===== config.mk =====
export PLATFORM = sky130hd
export DESIGN_NAME = shifter_dmasnd_flat
export DESIGN_NICKNAME = d
export VERILOG_FILES = /design/src/rtl/shifter_dmasnd_if.sv /design/src/rtl/shifter_dmasnd.sv /design/src/flat_wrapper.sv
export SDC_FILE = /design/constraint.sdc
export NUM_CORES = 1
export LEC_CHECK = 0
export BUFFER_PORTS_ARGS = -buffer_cell sky130_fd_sc_hd__clkbuf_2
export CORE_ASPECT_RATIO = 0.6
export CORE_MARGIN = 5
export CORE_UTILIZATION = 49
export DETAILED_ROUTE_END_ITERATION = 10
export PLACE_DENSITY = 0.77
export SLEW_MARGIN = 25
export SYNTH_ARGS = -nofsm -noshare
export SYNTH_HDL_FRONTEND = slang
export SYNTH_SLANG_ARGS = --single-unit

===== constraint.sdc =====
create_clock -name clk32 -period 2.6 [get_ports clk32]
set_input_delay 0.13 -clock clk32 [delete_from_list [all_inputs] [get_ports clk32]]
set_output_delay 0.13 -clock clk32 [all_outputs]
set_load 0.02 [all_outputs]

===== src/rtl/shifter_dmasnd_if.sv =====
// Sound DMA bus between the MCU (master) and the shifter sound receiver (slave).
interface shifter_dmasnd_if;
    logic        sload_n;
    logic [15:0] din;
    logic        sreq;

    modport master (output sload_n, output din, input sreq);
    modport slave  (input sload_n, input din, output sreq);
endinterface


===== src/rtl/shifter_dmasnd.sv =====
// Shifter-side DMA-sound receiver: buffers MCU sound words and plays them out as 8-bit samples.
// Optional macro SND_UNDERRUN_ZERO_EN: an underrun tick outputs silence instead of holding.
module shifter_dmasnd #(
    parameter int DEPTH = 4,
    parameter int PTRW  = 2
) (
    input  logic            clk32,
    input  logic            porb,
    input  logic            mhz8_en,
    input  logic            sndon,
    input  logic            stereo,
    input  logic [1:0]      rate,
    shifter_dmasnd_if.slave bus,
    output logic [7:0]      left,
    output logic [7:0]      right,
    output logic            stick,
    output logic            ovf,
    output logic            unf
);

    localparam logic [0:0] PH_HI = 1'b0;
    localparam logic [0:0] PH_LO = 1'b1;

    localparam logic [PTRW:0] CNT_FULL = (PTRW + 1)'(DEPTH);
    localparam logic [PTRW:0] CNT_REQ  = (PTRW + 1)'(DEPTH - 2);
    localparam logic [PTRW:0] CNT_ONE  = (PTRW + 1)'(1);
    localparam logic [PTRW-1:0] PTR_ONE = PTRW'(1);

    logic [2:0]      sl_q;
    logic [15:0]     din_q;
    logic [15:0]     mem_q [DEPTH];
    logic [PTRW-1:0] wr_ptr_q, wr_ptr_d;
    logic [PTRW-1:0] rd_ptr_q, rd_ptr_d;
    logic [PTRW:0]   count_q, count_d;
    logic [10:0]     div_q, div_d;
    logic [10:0]     reload;
    logic            stick_q, stick_d;
    logic            sreq_q, sreq_d;
    logic            ovf_q, ovf_d;
    logic            unf_q, unf_d;
    logic [0:0]      phase_q, phase_d;
    logic [7:0]      left_q, left_d;
    logic [7:0]      right_q, right_d;

    logic            empty, full, load_fall, push, pop;
    logic [15:0]     head;

    always_comb begin
        unique case (rate)
            2'b00: reload = 11'd1279;
            2'b01: reload = 11'd639;
            2'b10: reload = 11'd319;
            2'b11: reload = 11'd159;
        endcase
    end

    // sl_q[1] is the synchronised strobe, sl_q[2] its previous value
    assign load_fall = sndon & sl_q[2] & ~sl_q[1];
    assign empty     = (count_q == '0);
    assign full      = (count_q == CNT_FULL);
    assign head      = mem_q[rd_ptr_q];
    assign pop       = sndon & stick_q & ~empty & (stereo | (phase_q == PH_LO));
    // a pop in the same cycle frees the slot, so a full FIFO still accepts
    assign push      = load_fall & (~full | pop);

    always_comb begin
        wr_ptr_d = wr_ptr_q;
        rd_ptr_d = rd_ptr_q;
        count_d  = count_q;
        div_d    = div_q;
        stick_d  = 1'b0;
        ovf_d    = ovf_q;
        unf_d    = unf_q;
        phase_d  = phase_q;
        left_d   = left_q;
        right_d  = right_q;
        sreq_d   = sndon & (count_q <= CNT_REQ);

        if (!sndon) begin
            wr_ptr_d = '0;
            rd_ptr_d = '0;
            count_d  = '0;
            div_d    = reload;
            phase_d  = PH_HI;
            left_d   = '0;
            right_d  = '0;
        end else begin
            if (mhz8_en) begin
                if (div_q == '0) begin
                    div_d   = reload;
                    stick_d = 1'b1;
                end else begin
                    div_d = div_q - 11'd1;
                end
            end

            if (push) wr_ptr_d = wr_ptr_q + PTR_ONE;
            if (pop)  rd_ptr_d = rd_ptr_q + PTR_ONE;
            if (push && !pop)      count_d = count_q + CNT_ONE;
            else if (pop && !push) count_d = count_q - CNT_ONE;

            if (load_fall && full && !pop) ovf_d = 1'b1;

            if (stick_q) begin
                if (empty) begin
                    unf_d = 1'b1;
`ifdef SND_UNDERRUN_ZERO_EN
                    left_d  = '0;
                    right_d = '0;
`else
                    left_d  = left_q;
                    right_d = right_q;
`endif
                end else if (stereo) begin
                    left_d  = head[15:8];
                    right_d = head[7:0];
                end else if (phase_q == PH_HI) begin
                    left_d  = head[15:8];
                    right_d = head[15:8];
                    phase_d = PH_LO;
                end else begin
                    left_d  = head[7:0];
                    right_d = head[7:0];
                    phase_d = PH_HI;
                end
            end
        end
    end

    always_ff @(posedge clk32 or negedge porb) begin
        if (!porb) begin
            sl_q  <= '1;
            din_q <= '0;
        end else begin
            sl_q  <= {sl_q[1:0], bus.sload_n};
            din_q <= bus.din;
        end
    end

    always_ff @(posedge clk32) begin
        if (push) mem_q[wr_ptr_q] <= din_q;
    end

    always_ff @(posedge clk32 or negedge porb) begin
        if (!porb) begin
            wr_ptr_q <= '0;
            rd_ptr_q <= '0;
            count_q  <= '0;
            div_q    <= 11'd1279;
            stick_q  <= 1'b0;
            sreq_q   <= 1'b0;
            ovf_q    <= 1'b0;
            unf_q    <= 1'b0;
            phase_q  <= PH_HI;
            left_q   <= '0;
            right_q  <= '0;
        end else begin
            wr_ptr_q <= wr_ptr_d;
            rd_ptr_q <= rd_ptr_d;
            count_q  <= count_d;
            div_q    <= div_d;
            stick_q  <= stick_d;
            sreq_q   <= sreq_d;
            ovf_q    <= ovf_d;
            unf_q    <= unf_d;
            phase_q  <= phase_d;
            left_q   <= left_d;
            right_q  <= right_d;
        end
    end

    assign bus.sreq = sreq_q;
    assign left     = left_q;
    assign right    = right_q;
    assign stick    = stick_q;
    assign ovf      = ovf_q;
    assign unf      = unf_q;

endmodule


===== src/flat_wrapper.sv =====
// flat-port wrapper written by rule: the top's interface ports become plain ports
module shifter_dmasnd_flat 
#(
    parameter int DEPTH = 4,
    parameter int PTRW  = 2
)
  (clk32, porb, mhz8_en, sndon, stereo, rate, left, right, stick, ovf, unf, bus_sload_n, bus_din, bus_sreq);
  shifter_dmasnd_if bus_i ();
  input  logic clk32;
  input  logic porb;
  input  logic mhz8_en;
  input  logic sndon;
  input  logic stereo;
  input  logic [1:0] rate;
  output logic [7:0] left;
  output logic [7:0] right;
  output logic stick;
  output logic ovf;
  output logic unf;
  input wire logic [$bits(bus_i.sload_n)-1:0] bus_sload_n;
  input wire logic [$bits(bus_i.din)-1:0] bus_din;
  output wire logic [$bits(bus_i.sreq)-1:0] bus_sreq;
  assign bus_i.sload_n = bus_sload_n;
  assign bus_i.din = bus_din;
  assign bus_sreq = bus_i.sreq;
  shifter_dmasnd #(.DEPTH(DEPTH), .PTRW(PTRW)) u_core (.clk32(clk32), .porb(porb), .mhz8_en(mhz8_en), .sndon(sndon), .stereo(stereo), .rate(rate), .bus(bus_i), .left(left), .right(right), .stick(stick), .ovf(ovf), .unf(unf));
endmodule

## After elaboration in Yosys (flattened, before gate mapping)

Memory sizes are Yosys's and may differ from the RTL's.
Index checks and enable logic that the tools add are counted.

- Bits of input ports: 24
- Memories: 1
- Word-level logic and storage cells: 86
- Register bits after elaboration: 58
- Output and inout port bits: 20
- RAM bits: 64
- Bits in latches: 0
- Bits in read-only memories: 0

- Add/subtract/negate cells: 5
- Bitwise logic cells: 12
- Shift operators: 0
- Divide/modulo/power cells: 0
- Equality and inequality tests: 11
- $mul: 0
- Order comparisons: 1
- Muxes and demuxes: 30
- Reduce and logical (&&, ||, !) cells: 13

Memories:

| name | words | bits a word | rd ports | clocked after Yosys merged registers in | write ports | RTL line | RTL |
|---|---|---|---|---|---|---|---|
| u_core.mem_q | 4 | 16 | 1 | 0 | 1 | shifter_dmasnd.sv:31 | `logic [15:0] mem_q [DEPTH];` |

Operator list:

| kind | count |
|---|---|
| 2-to-1 mux 8 bit | 9 |
| one-hot mux 11 bit (4 select lines) | 1 |
| 2-to-1 mux 11 bit | 3 |
| logical NOT 11 bit | 1 |
| subtractor 11 x 1 -> 11 bit (second input constant) | 1 |
| 2-to-1 mux 1 bit | 10 |
| 2-to-1 mux 3 bit | 3 |
| 2-to-1 mux 2 bit | 4 |
| AND 1 bit | 7 |
| != test 2 x 1 -> 1 bit (second input constant) | 3 |
| != test 2 bit (second input constant) | 3 |
| AND reduction 3 bit | 2 |
| adder 2 x 1 -> 2 bit (second input constant) | 2 |
| equality test 2 bit (second input constant) | 2 |
| logical AND 1 bit | 4 |
| AND reduction 2 bit | 2 |
| adder 3 x 1 -> 3 bit (second input constant) | 1 |
| equality test 3 bit (second input constant) | 1 |
| less-or-equal comparator 3 x 2 -> 1 bit (second input constant) | 1 |
| logical NOT 3 bit | 1 |
| != test 3 x 1 -> 1 bit (second input constant) | 1 |
| inverter 1 bit | 3 |
| subtractor 3 x 1 -> 3 bit (second input constant) | 1 |
| equality test 2 x 1 -> 1 bit (second input constant) | 1 |
| other kinds (3) | 5 |

## Longest topological paths before layout

- Depth after elaboration: 11
- Gate-level depth with buffers: 7
- Gate-level depth less buffers: 6

## Worst setup path after synthesis

OpenSTA, ideal clock, no wires.

- Path type: register -> register
- Start: register u_core.count_q[1]
- End: register u_core.count_q[2]
- Arrival: 1982 ps
- Period minus slack after synthesis: 2053 ps
- Path slack: 547 ps
- Required time: 2529 ps
- Stages on the path, launching flop included: 8
- Setup time: 71 ps
- Path buffers: 1
- Path through: dfrtp_1 buf_2 or3_1 a211oi_2 fa_1 o21ai_0 or4_1 nand4_1

- Word-level cells in the longest chain between the ends: 9
- Elaborated cells on any way between the ends: 18
- Classes of those cells: add/sub (2); eq/ne (2); mux (3); bitwise (6); reduce/logical (5)

RTL lines:

| element | RTL line | RTL |
|---|---|---|
| start, declared | shifter_dmasnd.sv:34 | `logic [PTRW:0] count_q, count_d;` |
| start signal, assigned | shifter_dmasnd.sv:160 | `count_q <= count_d;` |
| logical NOT 3 bit | shifter_dmasnd.sv:59 | `assign empty = (count_q == '0);` |
| inverter 1 bit | shifter_dmasnd.sv:62 | `assign pop = sndon & stick_q & ~empty & (stereo \| (phase_q == PH_LO));` |
| AND 1 bit (2 in series) | shifter_dmasnd.sv:62 |  |
| bitwise OR 1 bit | shifter_dmasnd.sv:64 | `assign push = load_fall & (~full \| pop);` |
| AND 1 bit | shifter_dmasnd.sv:64 |  |
| logical NOT 1 bit / logical AND 1 bit (equally long branches) | shifter_dmasnd.sv:100, shifter_dmasnd.sv:99 |  |
| logical AND 1 bit / 2-to-1 mux 3 bit (equally long branches) | shifter_dmasnd.sv:100, shifter_dmasnd.sv:99 |  |
| != test 3 x 1 -> 1 bit (no line) / 2-to-1 mux 3 bit (equally long branches) | n/a |  |

Parallel ways exist; a longest one is shown, timed or not. The select of a mux whose other input is x is not followed.
A chain may end at the register's enable or synchronous reset.

## Worst setup path after layout

Ends and elaborated chain as after synthesis.

==> reports/results.ini <==
[clock_network]
cts_max_path_buffers = 2
clock_latency_ns = 0.41
cts_setup_buffers = 0
cts_htree_levels = 4
clk_pin_slew_ns = 0.06
cts_tree = done
clock_sinks = 122
cts_root_buffer = clkbuf_16
cts_buffers = 17

[synth]
ys_async_sr_fraction_pct = 47.54
syn_avg_cell_area_um2 = 14.84
syn_area_um2 = 4986
synth-edff-count = 64
ys_seq_elements = 122
postSynthCellCount = 336
ys_warn_count = 0
synthFlopType = edfxtp_1
syn_nets = 370
yosysSeqAreaShare_pct = 67.95
ys_types = 56

[global_routing]
grt_pass1_wl_um = 16480
grtUsageTotal_pct = 17.67
grt.overflow.total = 0
antenna_found_initial = 0
grt_max_degree = 47
grt_pass1_vias = 3099

[worst_hold_path]
whs_path_depth = 3
hold_path.class = input pin to register
min-delay-start = mhz8_en
min_to = u_core.stick$_DFF_PN0_

[routing]
first_pass_iters = 6
vias = 3074
ant_nets = 0
viasPerCell = 5.499
drc = 0
routedWlPerCell_um = 17.57
wl_um = 9821
drtIter0Drc = 245

[flow_run]
maxCapViolations = 0

[critical_path]
critPathMaxFanout = 9
regToRegStartpoint = u_core.count_q[1]$_DFFE_PN0P_
cp_cell_sequence = or3_1 > a211oi_2 > fa_1 > o21ai_0 > or4_1 > nand4_1
start_kind = register
r2r_slack_ns = 0.37
path_delay_family = simple AND/OR/NAND/NOR gates
reg2reg_to = u_core.count_q[2]$_DFFE_PN0P_
r2r_cells = 6
cpMaxStageDelayCell = or3_1
critical_path_arrival_ns = 2.57
critPathRequiredTime_ns = 2.93
max_stage_delay_ns = 0.50
end_kind = register
critical_path_class = register to register
crit_buf_inv = 0

[floorplan]
die_x_um = 140.2
core_um2 = 9879
start_util_pct = 50.47
io_pins = 44
design.die.area_um2 = 12360
core.rowCount = 28
fp.dieH_um = 88.14

[sta]
skew_ns = 0.01153
finalSetupTns_ns = 0
min_period_over_period_pct = 85.92
slew_viol_final = 0
hold_ws_ns = 0.05223
max_freq_mhz = 447.6
layout_min_cycle_time_ns = 2.234
setup_viol = 0
hold_violations = 0
tightest_slew_ns = 0.9503
slew_headroom_pct = 36.41
rsz0062_at_grt = no

[cells_and_area]
utilization_pct = 61.82
layout_commonest_cell = edfxtp_1
layout-drive-gt1-share_pct = 27.83
final_cell_mix = edfxtp_1, nand2_1, dfrtp_1
antenna_cells = 0
nNetsFinal = 445
synthToLayoutAreaGrowth_pct = 22.48

[outcome]
status = finished clean

[place]
gp_congestion = 0.8142
numPortBuffers = 43
post-dp-hpwl_um = 6437

[power]
vdd_ir_drop_max_uv = 459.6
power_density_nw_per_um2 = 759.9
leakagePower_nw = 2.432

## cells by family (layout without fill, tap and decap cells)
logic type / count (synthesis) / in the layout / synth area share [%]
DFF: 122 / 122 / 67.95
and+or+nand+nor: 100 / 100 / 10.49
AOI/OAI and AO/OA: 54 / 54 / 7.830
buffers and inverters: 27 / 115 / 2.560
muxes: 18 / 18 / 7.629
adders and majority gates: 10 / 10 / 2.660
xor gates and xnor gates: 5 / 5 / 0.8785
## worst max-delay path by stage
stage | cells past startpoint | startpoint | end | slack (ns)
after floorplan | 7 | u_core.count_q[1]$_DFFE_PN0P_ | u_core.count_q[2]$_DFFE_PN0P_ | 0.55
after global placement | 6 | u_core.count_q[0]$_DFFE_PN0P_ | u_core.count_q[2]$_DFFE_PN0P_ | 0.50
after detailed placement | 6 | u_core.count_q[0]$_DFFE_PN0P_ | u_core.count_q[2]$_DFFE_PN0P_ | 0.42
after CTS | 6 | u_core.count_q[1]$_DFFE_PN0P_ | u_core.count_q[2]$_DFFE_PN0P_ | 0.40
after global routing | 6 | u_core.count_q[1]$_DFFE_PN0P_ | u_core.count_q[2]$_DFFE_PN0P_ | 0.24
final | 6 | u_core.count_q[1]$_DFFE_PN0P_ | u_core.count_q[2]$_DFFE_PN0P_ | 0.37
## synth_stat cells, types with 2 or more instances
master / instances / area [um^2]
and3_1: 3 / 18.77
nand3_1: 3 / 15.01
dfstp_2: 12 / 315.3
o22ai_1: 3 / 18.77
a31o_2: 2 / 17.52
a31oi_1: 2 / 12.51
inv_1: 14 / 52.55
nand2b_1: 3 / 18.77
a21oi_1: 6 / 30.03
clkbuf_1: 2 / 7.510
a41oi_1: 2 / 17.52
mux4_2: 16 / 360.4
mux2i_1: 2 / 20.02
dfrtp_1: 46 / 1151
nor4_1: 3 / 18.77
nor3_1: 5 / 25.02
a211oi_1: 2 / 15.01
edfxtp_1: 64 / 1922
buf_2: 6 / 30.03
nor3b_1: 4 / 30.03
o21ai_0: 9 / 45.04
or4_1: 3 / 22.52
and2_1: 4 / 25.02
nand4_1: 2 / 12.51
xnor2_1: 2 / 17.52
xor2_1: 3 / 26.28
ha_1: 9 / 112.6
buf_4: 3 / 22.52
nand2_1: 46 / 172.7
a22oi_1: 15 / 112.6
nor2_1: 15 / 56.30
## flip-flops by register name, summed over array words and instances, names as in the netlist, 3 cells and up
register and flops:
u_core.right 8, u_core.count_q 3, u_core.div_q 11, u_core.sl_q 3, u_core.mem_q 64, u_core.left 8
u_core.din_q 16
## cell type report
type / count / area, um^2
clock buffers: 20 / 446.7
clock inverters: 12 / 125.1
fillers: 721 / 3772
inverters: 14 / 52.55
multi-input cells: 187 / 1470
flip-flops and latches: 122 / 3388
well taps: 135 / 168.9
repair buffers: 69 / 455.4
## report_power, final
group | internal [W] | switching [W]
combinational | 0.000101 | 0.000143
clock | 0.00143 | 0.000810
sequential | 0.00211 | 0.0000544
total | 0.00363 | 0.00101
## through the flow
step                      total power, W  instances  setup WS [ns]  area (um^2)
after floorplan                 0.002317        336         0.5469         4986
after global placement          0.002401        509         0.5010         5355
after detailed placement        0.002416        509         0.4186         5355
after CTS                       0.004680        559         0.3994         6107
after global routing            0.004814        559         0.2416         6107
final                           0.004641        559         0.3661         6107
## worst min-delay path: stages
cell      delay, ns
clkbuf_2       0.15
nand2_1        0.09
nor2_1         0.04
## what timing repair did
| action | in CTS | in global routing |
|---|---|---|
| resized for setup | 0 | 0 |
| hold buffers | 18 | 0 |
| endpoints found under the hold margin | 29 | 0 |
## per-layer routing
layer | track usage [%] | up-vias | share of wire, %
li1 | - | 1420 | -
met1 | 25.47 | 1543 | 49
met5 | 0 | - | 0
met2 | 25.61 | 104 | 45
met3 | 6.001 | 7 | 6.2
met4 | 5.541 | 0 | 0.47
Power figures use the tool's default switching activity.
